File: src/rtl/down_counter_timer_if.sv
// down_counter_timer_if: control and status bundle between a controller and the down-counter timer.
interface down_counter_timer_if #(parameter int WIDTH = 8);
    logic             load;
    logic [WIDTH-1:0] load_val;
    logic             start;
    logic             pause;
    logic             stop;
    logic [WIDTH-1:0] count;
    logic             busy;
    logic             done;
    logic             zero;
    modport master (output load, load_val, start, pause, stop, input count, busy, done, zero);
    modport slave  (input load, load_val, start, pause, stop, output count, busy, done, zero);
endinterface

File: src/rtl/down_counter_timer.sv
// down_counter_timer: loadable, pausable down-counter with a one-cycle done pulse at terminal count.
// Define DOWN_COUNTER_TIMER_AUTORELOAD_EN to reload from the last loaded value and keep running.
module down_counter_timer #(parameter int WIDTH = 8) (
    input  logic clk,
    input  logic RST,
    down_counter_timer_if.slave bus
);
    typedef enum logic [1:0] {IDLE, RUN, PAUSED} state_t;
    state_t state;
    logic [WIDTH-1:0] eff;
`ifdef DOWN_COUNTER_TIMER_AUTORELOAD_EN
    logic [WIDTH-1:0] reload;
`endif
    // A start in IDLE sees the value being loaded on the same edge.
    assign eff = bus.load ? bus.load_val : bus.count;
    assign bus.zero = bus.count == '0;
    always_ff @(posedge clk) begin
        bus.done <= 1'b0;
        if (RST) begin
            state <= IDLE;
            bus.count <= '0;
            bus.busy <= 1'b0;
`ifdef DOWN_COUNTER_TIMER_AUTORELOAD_EN
            reload <= '0;
`endif
        end else if (bus.stop) begin
            state <= IDLE;
            bus.busy <= 1'b0;
        end else if (state == IDLE) begin
            if (bus.load) begin
                bus.count <= bus.load_val;
`ifdef DOWN_COUNTER_TIMER_AUTORELOAD_EN
                reload <= bus.load_val;
`endif
            end
            if (bus.start && eff != '0) begin
                state <= RUN;
                bus.busy <= 1'b1;
            end else if (bus.start) begin
                bus.done <= 1'b1;
            end
        end else if (bus.load) begin
            bus.count <= bus.load_val;
`ifdef DOWN_COUNTER_TIMER_AUTORELOAD_EN
            reload <= bus.load_val;
`endif
            if (bus.load_val == '0) begin
                state <= IDLE;
                bus.busy <= 1'b0;
            end
        end else if (state == PAUSED) begin
            if (!bus.pause) state <= RUN;
        end else if (bus.pause) begin
            state <= PAUSED;
        end else if (bus.count == WIDTH'(1)) begin
            bus.done <= 1'b1;
`ifdef DOWN_COUNTER_TIMER_AUTORELOAD_EN
            bus.count <= reload;
            if (reload == '0) begin
                state <= IDLE;
                bus.busy <= 1'b0;
            end
`else
            bus.count <= '0;
            state <= IDLE;
            bus.busy <= 1'b0;
`endif
        end else begin
            bus.count <= bus.count - WIDTH'(1);
        end
    end
endmodule

File: src/flat_wrapper.sv
// flat-port wrapper written by rule: the top's interface ports become plain ports
module down_counter_timer_flat 
#(parameter int WIDTH = 8)
  (clk, RST, bus_load, bus_load_val, bus_start, bus_pause, bus_stop, bus_count, bus_busy, bus_done, bus_zero);
  down_counter_timer_if #(.WIDTH(WIDTH)) bus_i ();
  input  logic clk;
  input  logic RST;
  input wire logic [$bits(bus_i.load)-1:0] bus_load;
  input wire logic [$bits(bus_i.load_val)-1:0] bus_load_val;
  input wire logic [$bits(bus_i.start)-1:0] bus_start;
  input wire logic [$bits(bus_i.pause)-1:0] bus_pause;
  input wire logic [$bits(bus_i.stop)-1:0] bus_stop;
  output wire logic [$bits(bus_i.count)-1:0] bus_count;
  output wire logic [$bits(bus_i.busy)-1:0] bus_busy;
  output wire logic [$bits(bus_i.done)-1:0] bus_done;
  output wire logic [$bits(bus_i.zero)-1:0] bus_zero;
  assign bus_i.load = bus_load;
  assign bus_i.load_val = bus_load_val;
  assign bus_i.start = bus_start;
  assign bus_i.pause = bus_pause;
  assign bus_i.stop = bus_stop;
  assign bus_count = bus_i.count;
  assign bus_busy = bus_i.busy;
  assign bus_done = bus_i.done;
  assign bus_zero = bus_i.zero;
  down_counter_timer #(.WIDTH(WIDTH)) u_core (.clk(clk), .RST(RST), .bus(bus_i));
endmodule
File: config.mk
export PLATFORM = sky130hd
export DESIGN_NAME = down_counter_timer_flat
export DESIGN_NICKNAME = d
export VERILOG_FILES = /design/src/rtl/down_counter_timer_if.sv /design/src/rtl/down_counter_timer.sv /design/src/flat_wrapper.sv
export SDC_FILE = /design/constraint.sdc
export NUM_CORES = 1
export LEC_CHECK = 0
export CAP_MARGIN = 25
export CORE_ASPECT_RATIO = 1.4
export CORE_UTILIZATION = 48
export DETAILED_ROUTE_END_ITERATION = 6
export GPL_TIMING_DRIVEN = 0
export MAX_ROUTING_LAYER = met4
export PLACE_DENSITY = 0.83
export SETUP_SLACK_MARGIN = 0.02
export SLEW_MARGIN = 20
export SYNTH_ARGS = -nofsm -noshare
export SYNTH_HDL_FRONTEND = slang
export SYNTH_SLANG_ARGS = --single-unit
export TNS_END_PERCENT = 100
File: constraint.sdc
create_clock -name clk -period 1.9 [get_ports clk]
set_clock_uncertainty 0.1 [all_clocks]
set_input_delay 0.285 -clock clk [delete_from_list [all_inputs] [get_ports clk]]
set_output_delay 0.285 -clock clk [all_outputs]
set_load 0.02 [all_outputs]
==> results.ini <==
[synth]
ys_ff_latch = 12
seq_area_frac_synth_pct = 24.81
avgSynthCellArea_sq_um = 8.138
yosysUniqueCellTypes = 41
synthArstFlopShare_pct = 0
synth_top_family_by_area = compound AO/OA/AOI/OAI gates
yosys_most_used_dff = dfxtp_1
synth_area_leader_cell = dfxtp_1
syn_nets = 136
synth_top_cells_by_area = dfxtp_1, inv_1, o32ai_1
syn_area_sq_um = 968.4
synthAdderAreaFrac_pct = 3.876
ys_top_cells_by_count = dfxtp_1, inv_1, nand3_1, nand2_1
synthMuxAreaShare_pct = 1.550
synth_top_area_share_pct = 24.81
synthXorXnorAreaFrac_pct = 0
syn_inst = 119
synth_edf_count = 0
ys_warn_count = 0
yosys.area_share.simple_pct = 22.09
synth_compound_area_share_pct = 37.21

[timing]
maxSlewHeadroom_pct = 65.65
final.min_clock_period_ps = 1849
timing.hold.ws_ps = 273.1
layout_setup_ws_ps = 51.46
finalHoldViolations = 0
maxClockFrequency_ghz = 0.5410
maxSlewViolCount = 0
tightestPinTransition_ps = 513.4
finalSetupViolCount = 0
min_period_over_period_pct = 97.29
rsz0062_at_grt = false

[clock_tree]
cts_sinks = 12
clockBufferDepth = 2
root_buffer = clkbuf_4
hold_buffers = 0
clk_latency_ps = 280
cts_tree = yes
h-tree-depth = 1
clkSlewWorstSetupHoldPaths_ps = 70
tritoncts.num_buffers = 3

[placed_design]
dp_hpwl_um = 2069
io_buffer_count = 22
place.detailed.instances = 161
gp_congestion = 0.9041
dp_slack_ps = -205.6

[worst_hold_path]
hp-start = bus_load
hold_path_class = primary input to flip-flop

[detailed_routing]
first_pass_iters = 5
routedWlPerCell_um = 17.16
routed_wl_um = 2848
ant_nets = 0
routed-via-count = 1098
routed_via_density = 6.614
drt_iter0_drc = 77
drc = 0

[floorplan]
die_h_um = 55.15
row_count = 18
chipWidth_um = 39.96
core_area_sq_um = 1824
ios = 25
start_util_pct = 53.09
dieArea_sq_um = 2204

[cells_and_area]
finish.utilization_pct = 69.07
n_fill_cell = 144
antenna_cells = 0
area_growth_pct = 30.10
drive_above_1_share_pct = 14.38
fin_nets = 165
final_cells = 166

[grt]
grt_pass1_vias = 994
antenna_found_initial = 0
grt_pass1_wl_um = 4340
grt_overflow = 0
grt_usage_pct = 29.45
grt_max_degree = 11

[setup_path]
required_ps = 1510
start_kind = flip-flop
crit_slowest_cell = clkdlybuf4s50_1
slowest_delay_ps = 670
critPathKind = flip-flop to output pin
r2r-start = u_core.bus.count[1]$_SDFFE_PP0P_
cp_cell_sequence = clkdlybuf4s50_1
cp_data_arrival_time_ps = 1460
crit_start = u_core.bus.count[2]$_SDFFE_PP0P_
cp_top_family = buffers and inverters
cp-end-kind = output pin
crit_fanout = 8
crit_buf_inv = 1

[pwr]
irDropWorstVdd_uv = 436.2
p_per_area_nw_per_um2 = 597.1
power.leakage_nw = 0.4522
p_total_mw = 0.7523

[run_status]
outcome = finished clean

[job]
maxCapViolCount = 0

## kinds of logic after synthesis
logic type | Yosys count
flip-flops | 12
AO/OA/AOI/OAI | 45
AND/OR/NAND/NOR | 38
adder cells (fa/ha/maj) | 3
multiplexers | 1
buffers and inverters | 20
## state kept, by name, indices dropped and copies added, names as in the netlist
| name | flops |
|---|---|
| u_core.state | 2 |
| u_core.bus.done | 1 |
| u_core.bus.busy | 1 |
| u_core.bus.count | 8 |
## where the power goes
group	internal, mW	switching (mW)
Combinational	0.136	0.164
Sequential	0.267	0.0197
Clock	0.0737	0.0923
Total	0.477	0.276
## metal layers
| layer | global-route usage, % | part of all wire [%] | vias to the layer above |
|---|---|---|---|
| li1 | - | - | 516 |
| met2 | 47.85 | 51 | 71 |
| met3 | 5.200 | 7.1 | 9 |
| met1 | 33.00 | 39 | 502 |
| met5 | - | 0 | - |
| met4 | 16.67 | 2.7 | 0 |
## path summary, 6_finish.rpt
path / to / slack (ps) / depth (start not counted)
max: bus_count[2] / 50 / 1
max reg2reg: u_core.bus.count[4]$_SDFFE_PP0P_ / 140 / 6
min reg2reg: u_core.bus.busy$_SDFFE_PP0P_ / 380 / 2
min: u_core.bus.done$_SDFF_PP0_ / 270 / 4
## tightest hold or removal path: cells and delay by family
| family | cells | cell delay (ps) |
|---|---|---|
| and+or+nand+nor | 2 | 130 |
| AOI/OAI and AO/OA | 1 | 80 |
| buffers and inverters | 1 | 100 |
## per-stage QoR
| stage | cell area (sq um) | TNS, ps |
|---|---|---|
| 2_1_floorplan | 968.4 | 0 |
| 4_1_cts | 1255 | 0 |
| 3_3_place_gp | 1214 | -383.8 |
| 6_report | 1260 | 0 |
| 3_5_place_dp | 1214 | -431.5 |
| 5_1_grt | 1260 | 0 |
## repair_timing
| item | CTS | global route |
|---|---|---|
| pin swaps | 2 | 0 |
| endpoints found under the setup margin | 1 | 1 |
| resized for setup | 4 | 2 |
| cloned | 0 | 0 |
| setup buffers | 2 | 0 |
## final cells by class
| cell class | count | area, sq um | area share [%] |
|---|---|---|---|
| clock buffers | 3 | 22.52 | 1.787 |
| multi-input cells | 87 | 626.9 | 49.75 |
| plain buffers | 7 | 58.81 | 4.667 |
| repair buffers | 24 | 236.5 | 18.77 |
| flip-flops and latches | 12 | 241.5 | 19.17 |
| well taps | 20 | 25.02 | 1.986 |
| inverters | 13 | 48.80 | 3.873 |
## cells in the final DEF, fill, tap and decap left out, types with 3 or more instances in the layout
cell type,instances
clkdlybuf4s50_1,21
nand3_1,8
buf_6,4
nor3_1,3
inv_1,12
o21ai_0,3
nor2_1,6
o22ai_1,3
nand2_1,7
dfxtp_1,11
o211ai_1,3
ha_1,3
and3_1,4
a21oi_1,6
a31oi_1,5
o32ai_1,5
clkbuf_4,3
o41ai_1,3
Power figures use the tool's default switching activity.
